$ cat src/rtl/wb_dual_master_arbiter.sv
// Two-master (IF = m0, MEM = m1), one-slave Wishbone classic arbiter with a
// registered round-robin grant and a watchdog that ends unacknowledged accesses.
module wb_dual_master_arbiter #(
  parameter int ADDR_WIDTH     = 32,
  parameter int DATA_WIDTH     = 32,
  parameter int TIMEOUT_CYCLES = 16
) (
  input  logic                    clk,
  input  logic                    reset,
  // IF master
  input  logic                    m0_cyc_i,
  input  logic                    m0_stb_i,
  input  logic                    m0_we_i,
  input  logic [ADDR_WIDTH-1:0]   m0_adr_i,
  input  logic [DATA_WIDTH-1:0]   m0_dat_i,
  input  logic [DATA_WIDTH/8-1:0] m0_sel_i,
  output logic                    m0_ack_o,
  output logic                    m0_err_o,
  output logic [DATA_WIDTH-1:0]   m0_dat_o,
  // MEM master
  input  logic                    m1_cyc_i,
  input  logic                    m1_stb_i,
  input  logic                    m1_we_i,
  input  logic [ADDR_WIDTH-1:0]   m1_adr_i,
  input  logic [DATA_WIDTH-1:0]   m1_dat_i,
  input  logic [DATA_WIDTH/8-1:0] m1_sel_i,
  output logic                    m1_ack_o,
  output logic                    m1_err_o,
  output logic [DATA_WIDTH-1:0]   m1_dat_o,
  // Slave bus
  output logic                    s_cyc_o,
  output logic                    s_stb_o,
  output logic                    s_we_o,
  output logic [ADDR_WIDTH-1:0]   s_adr_o,
  output logic [DATA_WIDTH-1:0]   s_dat_o,
  output logic [DATA_WIDTH/8-1:0] s_sel_o,
  input  logic                    s_ack_i,
  input  logic [DATA_WIDTH-1:0]   s_dat_i,
  // Current owner, one-hot
  output logic [1:0]              grant_o
);

  localparam int SEL_WIDTH = DATA_WIDTH / 8;
  localparam int WDT_WIDTH = $clog2(TIMEOUT_CYCLES) + 1;
  localparam logic [WDT_WIDTH-1:0] WDT_LAST = WDT_WIDTH'(TIMEOUT_CYCLES - 1);
  localparam logic [WDT_WIDTH-1:0] WDT_ONE  = WDT_WIDTH'(1);

  typedef enum logic [1:0] {
    IDLE     = 2'b00,
    GRANT_M0 = 2'b01,
    GRANT_M1 = 2'b10
  } state_e;

  state_e               state_q, state_d;
  logic                 last_grant_q, last_grant_d;
  logic [WDT_WIDTH-1:0] wdt_q, wdt_d;

  logic                  req0, req1;
  logic                  granted, ack_fwd, timeout;
  logic                  own_cyc, own_stb, own_we;
  logic [ADDR_WIDTH-1:0] own_adr;
  logic [DATA_WIDTH-1:0] own_dat;
  logic [SEL_WIDTH-1:0]  own_sel;

  assign req0 = m0_cyc_i & m0_stb_i;
  assign req1 = m1_cyc_i & m1_stb_i;

  // Owner's request signals; all zero while idle so the slave bus rests at 0.
  // NOTE: every signal written in always_comb gets a default first, so no path
  // leaves it unassigned and no latch is inferred.
  always_comb begin
    own_cyc = 1'b0;
    own_stb = 1'b0;
    own_we  = 1'b0;
    own_adr = '0;
    own_dat = '0;
    own_sel = '0;
    case (state_q)
      GRANT_M0: begin
        own_cyc = m0_cyc_i;
        own_stb = m0_stb_i;
        own_we  = m0_we_i;
        own_adr = m0_adr_i;
        own_dat = m0_dat_i;
        own_sel = m0_sel_i;
      end
      GRANT_M1: begin
        own_cyc = m1_cyc_i;
        own_stb = m1_stb_i;
        own_we  = m1_we_i;
        own_adr = m1_adr_i;
        own_dat = m1_dat_i;
        own_sel = m1_sel_i;
      end
      default: ;
    endcase
  end

  // An ack seen after the owner dropped cyc belongs to an aborted access.
  assign granted = (state_q != IDLE);
  assign ack_fwd = granted & own_cyc & s_ack_i;
  assign timeout = granted & own_cyc & ~s_ack_i & (wdt_q == WDT_LAST);

  always_comb begin
    state_d      = state_q;
    last_grant_d = last_grant_q;
    wdt_d        = wdt_q;
    case (state_q)
      IDLE: begin
        // On contention the master that did not own the bus last wins.
        if (req0 && (!req1 || last_grant_q)) begin
          state_d      = GRANT_M0;
          last_grant_d = 1'b0;
          wdt_d        = '0;
        end else if (req1) begin
          state_d      = GRANT_M1;
          last_grant_d = 1'b1;
          wdt_d        = '0;
        end
      end
      GRANT_M0, GRANT_M1: begin
        if (!own_cyc || ack_fwd || timeout) begin
          state_d = IDLE;
        end else begin
          wdt_d = wdt_q + WDT_ONE;
        end
      end
      default: state_d = IDLE;
    endcase
  end

  // NOTE: sequential state uses non-blocking assignments so every flop samples
  // the pre-edge value of every other flop.
  always_ff @(posedge clk or negedge reset) begin
    if (!reset) begin
      state_q      <= IDLE;
      last_grant_q <= 1'b0;
      wdt_q        <= '0;
    end else begin
      state_q      <= state_d;
      last_grant_q <= last_grant_d;
      wdt_q        <= wdt_d;
    end
  end

  // The timeout cycle withdraws cyc/stb so the slave sees the access end.
  assign s_cyc_o = own_cyc & ~timeout;
  assign s_stb_o = own_stb & ~timeout;
  assign s_we_o  = own_we;
  assign s_adr_o = own_adr;
  assign s_dat_o = own_dat;
  assign s_sel_o = own_sel;

  assign m0_ack_o = ack_fwd & (state_q == GRANT_M0);
  assign m0_err_o = timeout & (state_q == GRANT_M0);
  assign m0_dat_o = (state_q == GRANT_M0) ? s_dat_i : '0;

  assign m1_ack_o = ack_fwd & (state_q == GRANT_M1);
  assign m1_err_o = timeout & (state_q == GRANT_M1);
  assign m1_dat_o = (state_q == GRANT_M1) ? s_dat_i : '0;

  assign grant_o = {state_q == GRANT_M1, state_q == GRANT_M0};

endmodule

$ cat config.mk
export PLATFORM = sky130hd
export DESIGN_NAME = wb_dual_master_arbiter
export DESIGN_NICKNAME = d
export VERILOG_FILES = /design/src/rtl/wb_dual_master_arbiter.sv
export SDC_FILE = /design/constraint.sdc
export NUM_CORES = 1
export LEC_CHECK = 0
export CAP_MARGIN = 20
export CORE_AREA = 2 2 123 125
export DETAILED_ROUTE_END_ITERATION = 16
export DIE_AREA = 0 0 125 127
export DONT_BUFFER_PORTS = 1
export HOLD_SLACK_MARGIN = 0.15
export SYNTH_ARGS = -nofsm -noshare
export SYNTH_HDL_FRONTEND = slang
export SYNTH_SLANG_ARGS = --single-unit
$ cat constraint.sdc
create_clock -name clk -period 3.2 [get_ports clk]
set_input_delay 0.32 -clock clk [delete_from_list [all_inputs] [get_ports clk]]
set_output_delay 0.32 -clock clk [all_outputs]
set_load 0.005 [all_outputs]
Word level (Yosys, flattened, before mapping)
Index checks and enable logic that the tools add are counted.

Register bits after elaboration: 8. Bits of input ports: 177. Logic and storage cells: 56.

Add/subtract/negate cells: 1. Eq/ne operators: 6. Muxes and demuxes: 18. Bitwise gates (word level): 14. Reduce and logical (&&, ||, !) cells: 14.

Operators with widths (number): $pmux W32 S2 (2); $mux W32 (2); $mux W5 (3); $and A1 B1 Y1 (12); $pmux W5 S2 (1); $pmux W4 S2 (1); $mux W2 (3); $pmux W1 S2 (3); $reduce_bool A2 Y1 (3); $add A5 B1 Y5 const B (1); $eq A5 B4 Y1 const B (1); $ne A2 B2 Y1 const B (2); $pmux W2 S2 (1); $reduce_and A2 Y1 (2); $logic_or A1 B1 Y1 (3); $ne A3 B3 Y1 const B (1); $reduce_and A3 Y1 (1); $eq A2 B1 Y1 const B (1); $eq A2 B2 Y1 const B (1); $logic_not A1 Y1 (2); $logic_not A2 Y1 (1); $mux W1 (2); $not A1 Y1 (2); $reduce_or A2 Y1 (1); $logic_and A1 B1 Y1 (1).

Logic depth before layout (Yosys ltp)
Gate-level depths: netlist of the first run.

Depth after elaboration: 8. Depth in mapped cells: 8. Depth with buffers taken out: 7.

Worst setup path before layout of the first run
OpenSTA, ideal clock, no wires.

Kind: reg2out. Start point: register state_q[0]. End point: output s_adr_o[0]. Data arrival time: 1539 ps. Required time: 2880 ps. Slack: 1341 ps. Stages on the path, launching flop included: 8. Buffers on the path: 3. Path through: dfrtp_1 inv_1 ha_1 buf_4 inv_1 clkbuf_1 clkbuf_1 nor2_1.

Word-level cells in the longest chain between the ends: 2. Elaborated cells on any way between the ends: 3.

Ends and longest elaborated chain: start: declaration (line 54) `state_e state_q, state_d;`; start signal: assignment (line 140) `state_q <= state_d;`; $eq A2 B2 Y1 / $eq A2 B1 Y1 (equally long branches) (line 78) `case (state_q)`; $pmux W32 S2 (*) (line 78); end: declaration (line 34) `output logic [ADDR_WIDTH-1:0] s_adr_o,`.

Every way passes the cells marked *; elsewhere a longest branch is shown, timed or not.

Worst setup path in the final report of the first run
Start point: register state_q[0]. End point: output s_adr_o[1].

Same word-level chain as after synthesis.

==> summary.txt, run 1 <==
Run status
  • Outcome: finished clean

Logic synthesis
  • Number of synthesized flops with an enable pin: 0
  • YS warnings: 0
  • Fraction of registers with async set/reset: 100%
  • Syn Nets: between 400 and 500
  • Netlist Area Pre-Place: between 1500 and 2000 sq um
  • Sequential share of the synthesized area: between 10% and 20%
  • Most used flip-flop cell after synthesis: dfrtp_1
  • Syn_area_per_cell: 6.33 sq um
  • Cells after synthesis: between 300 and 400
  • Synth Register Bits: 8
  • Synth cell types: 32

STA
  • Clk_skew: 0.000706 ns
  • Final Cycle Share: between 80% and 90%
  • Post-route setup slack: slightly above 0.5 ns
  • Minimum clock period: approximately 2.7 ns
  • FMAX: roughly 370 MHz
  • Worst Tran Pin Value: 0.746 ns
  • RSZ-0062 raised after global routing: no
  • Final hold viol count: 0
  • Max transition margin: around half
  • Setup Viol. Count Final: 0
  • Final setup TNS: 0 ns
  • Slew Viols, Final: 0

Global route
  • Largest net degree at the start of global routing: 82
  • GRT overflow: 0
  • First-pass GRT wire length: 10400 um
  • Total GRT Usage: approximately 8.4%
  • Initial antenna violation count: 0
  • Number of global-route vias before repair: around 1800

Clock network
  • Post CTS Setup Buffer Count: 0
  • Clock Tree Buf Depth: 2
  • Clock Sinks: 8
  • CTS tree: done
  • Num CTS Buffers: 3
  • Clk slew on worst S/H paths: 0.04 ns
  • H-tree lvl count: 1
  • Worst-skew pair later-pin latency: 0.23 ns
  • Root buf cell: clkbuf_16

Drt
  • Via Count: between 2000 and 2500
  • Routed WL: around 8300 um
  • # DRC: 0
  • Initial drt markers: about 170
  • Drt first pass iters: 4
  • Routed length per placed instance: ~18 um
  • ANT nets after route: 0
  • Vias per std cell: between 4 and 5

Worst setup path
  • Crit path largest cell delay: ~0.56 ns
  • Worst path slowest cell: inv_2
  • Worst setup SP type: flop
  • CP Capture Type: output port
  • CP top delay family: buffers and inverters
  • Worst endpoint data arrival time: 2.36 ns
  • CP required: roughly 2.9 ns
  • CP Cell Sequence: inv_1 -> ha_1 -> inv_2 -> buf_4 -> nor2_1
  • CP Max Fanout: 48
  • WP buf/inv: 3
  • Setup CP Type: flop to output port

Floorplan
  • Die area: 15900 sq um
  • # rows: between 40 and 50
  • Core area: about 14000 sq um
  • Die width: 125 um
  • Initial core utilization: 13.3%
  • Die Span Y: roughly 130 um
  • Number of I/O pins: 318

Flow run
  • MaxCap Viol Count: 0

Placement
  • Post-detail-place hpwl: ~7000 um
  • PortBufs: 0
  • Cell count after placement: 458
  • Post-Place Setup Slack: about 0.75 ns
  • Routability Congestion: 0.925

Power
  • PD cells: 919 nW/um^2
  • P_leak: 0.737 nW
  • Maximum VDD drop: between 0.4 and 0.5 mV

Final layout
  • Finished Layout Cells: around 460
  • Area growth, synth to finish: 11.6%
  • Share of layout cells above drive strength 1: between 4 and 5%
  • Final nets: 462
  • Post-Route Utilization: 14.9%
  • Most frequent cells in the layout: 75 x nor2_1, 72 x a22oi_1, 64 x and2_1
  • Commonest non-fill, non-tap cell in the layout: nor2_1
  • N_diodes: 0

Worst hold path
  • Class of the worst hold path: input pin to flop
==> state kept, by name, summed over array words and instances (netlist names) <==
name / cells
wdt_q: 5
state_q: 2
last_grant_q: 1
==> metal layers <==
layer,share of wire [%],track usage (%),vias up,routed length [um]
met1,43,11.7,1112,3590
met5,0,0,-,0
met3,8.6,2.22,13,714
li1,-,-,1023,-
met4,2.6,3.20,0,213
met2,46,12.3,154,3820
==> area by class of cell <==
| cell class | count | area [sq um] |
|---|---|---|
| multi-input combinational | 258 | 1590 |
| sequential | 8 | 200 |
| clock buffer | 3 | 75.1 |
| inverter | 4 | 15.0 |
| fill | 1658 | 12300 |
| tap | 184 | 230 |
| timing repair buffer | 5 | 40.0 |
==> cells in the mapped netlist, types with 3 or more instances <==
master | instances | area (sq um)
nand3_1 | 6 | 30.0
a22oi_1 | 72 | 541
and3_1 | 3 | 18.8
and2_1 | 64 | 400
nand2_1 | 11 | 41.3
nor2_1 | 75 | 282
clkbuf_1 | 21 | 78.8
inv_1 | 4 | 15.0
ha_1 | 5 | 62.6
buf_2 | 9 | 45.0
dfrtp_1 | 8 | 200
==> report_power, final <==
part | switching (mW) | internal (mW) | total [mW]
registers | 0.0283 | 0.132 | 0.160
logic | 1.10 | 0.506 | 1.60
clock network | 0.0506 | 0.161 | 0.212
==> final timing paths <==
| check | cells after the start | slack, ns | startpoint | to |
|---|---|---|---|---|
| min in group asynchronous | 1 | 0.45 | reset | last_grant_q |
| max reg2reg | 7 | 0.77 | state_q[0] | wdt_q[4] |
| max | 5 | 0.52 | state_q[0] | s_adr_o[1] |
| min reg2reg | 2 | 0.50 | wdt_q[4] | wdt_q[4] |
| max in group asynchronous | 1 | 2.47 | reset | wdt_q[3] |
| min | 2 | 0.30 | m1_cyc_i | last_grant_q |
==> kinds of logic after synthesis <==
kind of cell	Yosys count	share of synthesized area (%)
compound gates	86	34.4
simple gates	167	43.6
fa+ha+maj	5	3.25
buf+inv	38	8.39
flops	8	10.4
==> worst reg2reg max path, delay by kind of cell, from the launching register on <==
family          cells  cell delay, ns
flops               1            0.40
buf+inv             3            1.15
fa+ha+maj           1            0.43
simple gates        1            0.10
compound gates      2            0.22
==> what timing repair did <==
action / CTS / global route
endpoints found under the hold margin: 8 / 0
gates resized for setup: 0 / 0
hold buffers: 1 / 0
==> stage by stage <==
stage	total power [mW]	area, sq um	hold WS [ns]
5_1_grt	2.14	2150	0.321
3_3_place_gp	1.74	2060	0.0246
2_1_floorplan	1.47	1920	0.0244
4_1_cts	1.99	2150	0.298
6_report	1.97	2150	0.298
3_5_place_dp	1.76	2060	0.0247
(Power assumes the default switching activity.)
==> run 2: changes to the inputs <==
Settings changed: CORE_AREA 2 2 123 125 to 2 2 124 126, DIE_AREA 0 0 125 127 to 0 0 126 128.
Clock period 3.2 ns to 2.65 ns, I/O delays scaled along.
==> run 2 against run 1 <==
Against the previous run: clock power increased by 21%; wire length is 2.0% lower; sequential share of layout area is 0.13 points lower; setup slack got worse by 0.10 ns; global-route usage fell by 0.11 points; cell area increased by 1.4%; register-to-register slack got worse by 0.15 ns; sequential power increased by 21%.
==> summary.txt, run 2 (synthesized netlist as in run 1, its figures left out) <==
Run status
  • Outcome: finished clean (unchanged)

Floorplan
  • Core area: 14900 sq um (was 14400 sq um)
  • Initial core utilization: 12.9% (was 13.3%)
  • Die area: 16100 sq um (was 15900 sq um)
  • Die Span Y: 128 um (was 127 um)
  • Die width: 126 um (was 125 um)
  • Number of I/O pins: 318 (unchanged)
  • # rows: 45 (was 44)

Placement
  • Post-detail-place hpwl: 6860 um (was 6970 um)
  • Routability Congestion: 0.974 (was 0.925)
  • Post-DP Area: 2090 sq um (was 2060 sq um)
  • PortBufs: 0 (unchanged)

STA
  • Final hold viol count: 0 (unchanged)
  • Final setup TNS: 0 ns (unchanged)
  • Max transition margin: 64.5% (was 50.3%)
  • RSZ-0062 raised after global routing: no (unchanged)
  • Final Cycle Share: a little over four fifths
  • Slew Viols, Final: 0 (unchanged)
  • Worst Tran Pin Value: 0.532 ns (was 0.746 ns)
  • Minimum clock period: 2.23 ns
  • Setup Viol. Count Final: 0 (unchanged)
  • FMAX: ~450 MHz
  • Clk_skew: 0.00596 ns (was 0.000706 ns)

Power
  • Maximum VDD drop: 0.592 mV (was 0.425 mV)
  • P_leak: 0.745 nW (was 0.737 nW)
  • PD cells: 1100 nW/um^2 (was 919 nW/um^2)

Clock network
  • CTS resizes: 0 (unchanged)
  • Clock Sinks: 8 (unchanged)
  • Clock Tree Buf Depth: 2 (unchanged)
  • CTS tree: done (unchanged)
  • Hold-fix buffers, CTS: 1 (unchanged)
  • Clk slew on worst S/H paths: 0.04 ns (about the same)
  • Root buf cell: clkbuf_16 (unchanged)
  • Post CTS Setup Buffer Count: 0 (unchanged)
  • H-tree lvl count: 1 (unchanged)
  • Num CTS Buffers: 3 (unchanged)
  • Worst-skew pair later-pin latency: 0.24 ns (was 0.23 ns)

Final layout
  • Post-Route Utilization: 14.6% (was 14.9%)
  • Max reg flops: 5 (unchanged)
  • Reg with most FFs: wdt_q (unchanged)
  • Commonest non-fill, non-tap cell in the layout: nor2_1 (unchanged)
  • Area growth, synth to finish: 13.2% (was 11.6%)
  • Final nets: 462 (unchanged)
  • N_diodes: 0 (unchanged)
  • Largest regs: wdt_q: 5 flops, state_q: 2 flops, last_grant_q: 1 flops (unchanged)
  • Most frequent cells in the layout: 75 x nor2_1, 72 x a22oi_1, 64 x and2_1 (unchanged)
  • Final instance area: 2180 sq um (was 2150 sq um)
  • Share of layout cells above drive strength 1: 4.68% (unchanged)
  • Filler Cell Count: 1712 (was 1658)

Drt
  • Routed length per placed instance: 17.5 um (was 18.0 um)
  • ANT nets after route: 0 (unchanged)
  • Vias per std cell: 4.93 (was 4.98)
  • # DRC: 0 (unchanged)
  • Initial drt markers: 212 (was 174)
  • Via Count: 2298 (was 2302)
  • Routed WL: 8170 um (was 8340 um)
  • Drt first pass iters: 5 (was 4)

Worst setup path
  • Worst reg2reg setup slack: 0.62 ns (was 0.77 ns)
  • CP required: 2.38 ns (was 2.88 ns)
  • Crit path largest cell delay: 0.44 ns (was 0.56 ns)
  • Worst path slowest cell: ha_1 (was inv_2)
  • CP Capture Type: output port (unchanged)
  • Worst setup SP type: flop (unchanged)
  • CP Cell Sequence: inv_1 -> ha_1 -> inv_2 -> buf_12 -> nor2_1 (was inv_1 -> ha_1 -> inv_2 -> buf_4 -> nor2_1)
  • Worst endpoint data arrival time: 1.97 ns (was 2.36 ns)
  • Setup CP Type: flop to output port (unchanged)
  • CP Max Fanout: 60 (was 48)

Global route
  • Total GRT Usage: 8.29% (was 8.39%)
  • First-pass GRT wire length: 10300 um (was 10400 um)
  • Number of global-route vias before repair: 1720 (was 1769)
  • Initial antenna violation count: 1 (was 0)
  • GRT overflow: 0 (unchanged)
  • Largest net degree at the start of global routing: 61 (was 82)

Flow run
  • MaxCap Viol Count: 0 (unchanged)

Worst hold path
  • Class of the worst hold path: input pin to flop (unchanged)
-- run 2: changes by cell type in the layout (fill, tap and decap cells not counted) --
cell / previous run / this run
buf_12: 0 / 2
buf_4: 4 / 2
-- run 2: per-stage QoR --
step	std cells	total power [mW]	hold WS [ns]	setup WS [ns]
2_1_floorplan	304	1.78	-0.0306	0.809
3_3_place_gp	462	2.11	-0.0304	0.683
3_5_place_dp	462	2.12	-0.0304	0.631
4_1_cts	466	2.39	0.232	0.429
5_1_grt	466	2.62	0.237	0.287
6_report	466	2.39	0.237	0.419
-- run 2: cell type report --
class / instances / area (sq um) / share of cell area [%]
sequential: 8 / 200 / 9.20
clock buffer: 3 / 75.1 / 3.45
tap: 188 / 235 / 10.8
timing repair buffer: 5 / 65.1 / 2.99
multi-input combinational: 258 / 1590 / 72.9
inverter: 4 / 15.0 / 0.690
-- run 2: worst paths after layout --
| kind | depth (start not counted) | end | startpoint |
|---|---|---|---|
| worst min register to register | 2 | wdt_q[4] | wdt_q[4] |
| worst min-delay path | 2 | last_grant_q | m1_cyc_i |
| min in group asynchronous | 1 | last_grant_q | reset |
| worst max-delay path | 5 | s_dat_o[30] | state_q[0] |
| max in group asynchronous | 1 | state_q[1] | reset |
| worst max register to register | 7 | wdt_q[3] | wdt_q[0] |
-- run 2: critical path: cells and delay by family (launching register included) --
kind	cells	cell delay, ns
buf+inv	3	0.73
fa+ha+maj	1	0.44
flops	1	0.40
simple gates	1	0.12
-- run 2: report_power, final --
group	switching [mW]	internal, mW
registers	0.0348	0.159
logic	1.29	0.649
clock network	0.0620	0.195
-- run 2: metal layers --
metal | vias to the layer above | part of all wire, % | GRT usage [%]
met4 | 2 | 1.8 | 1.94
met5 | - | 0.23 | 0
met2 | 174 | 46 | 12.0
li1 | 1025 | - | -
met3 | 13 | 13 | 4.63
met1 | 1084 | 39 | 10.7
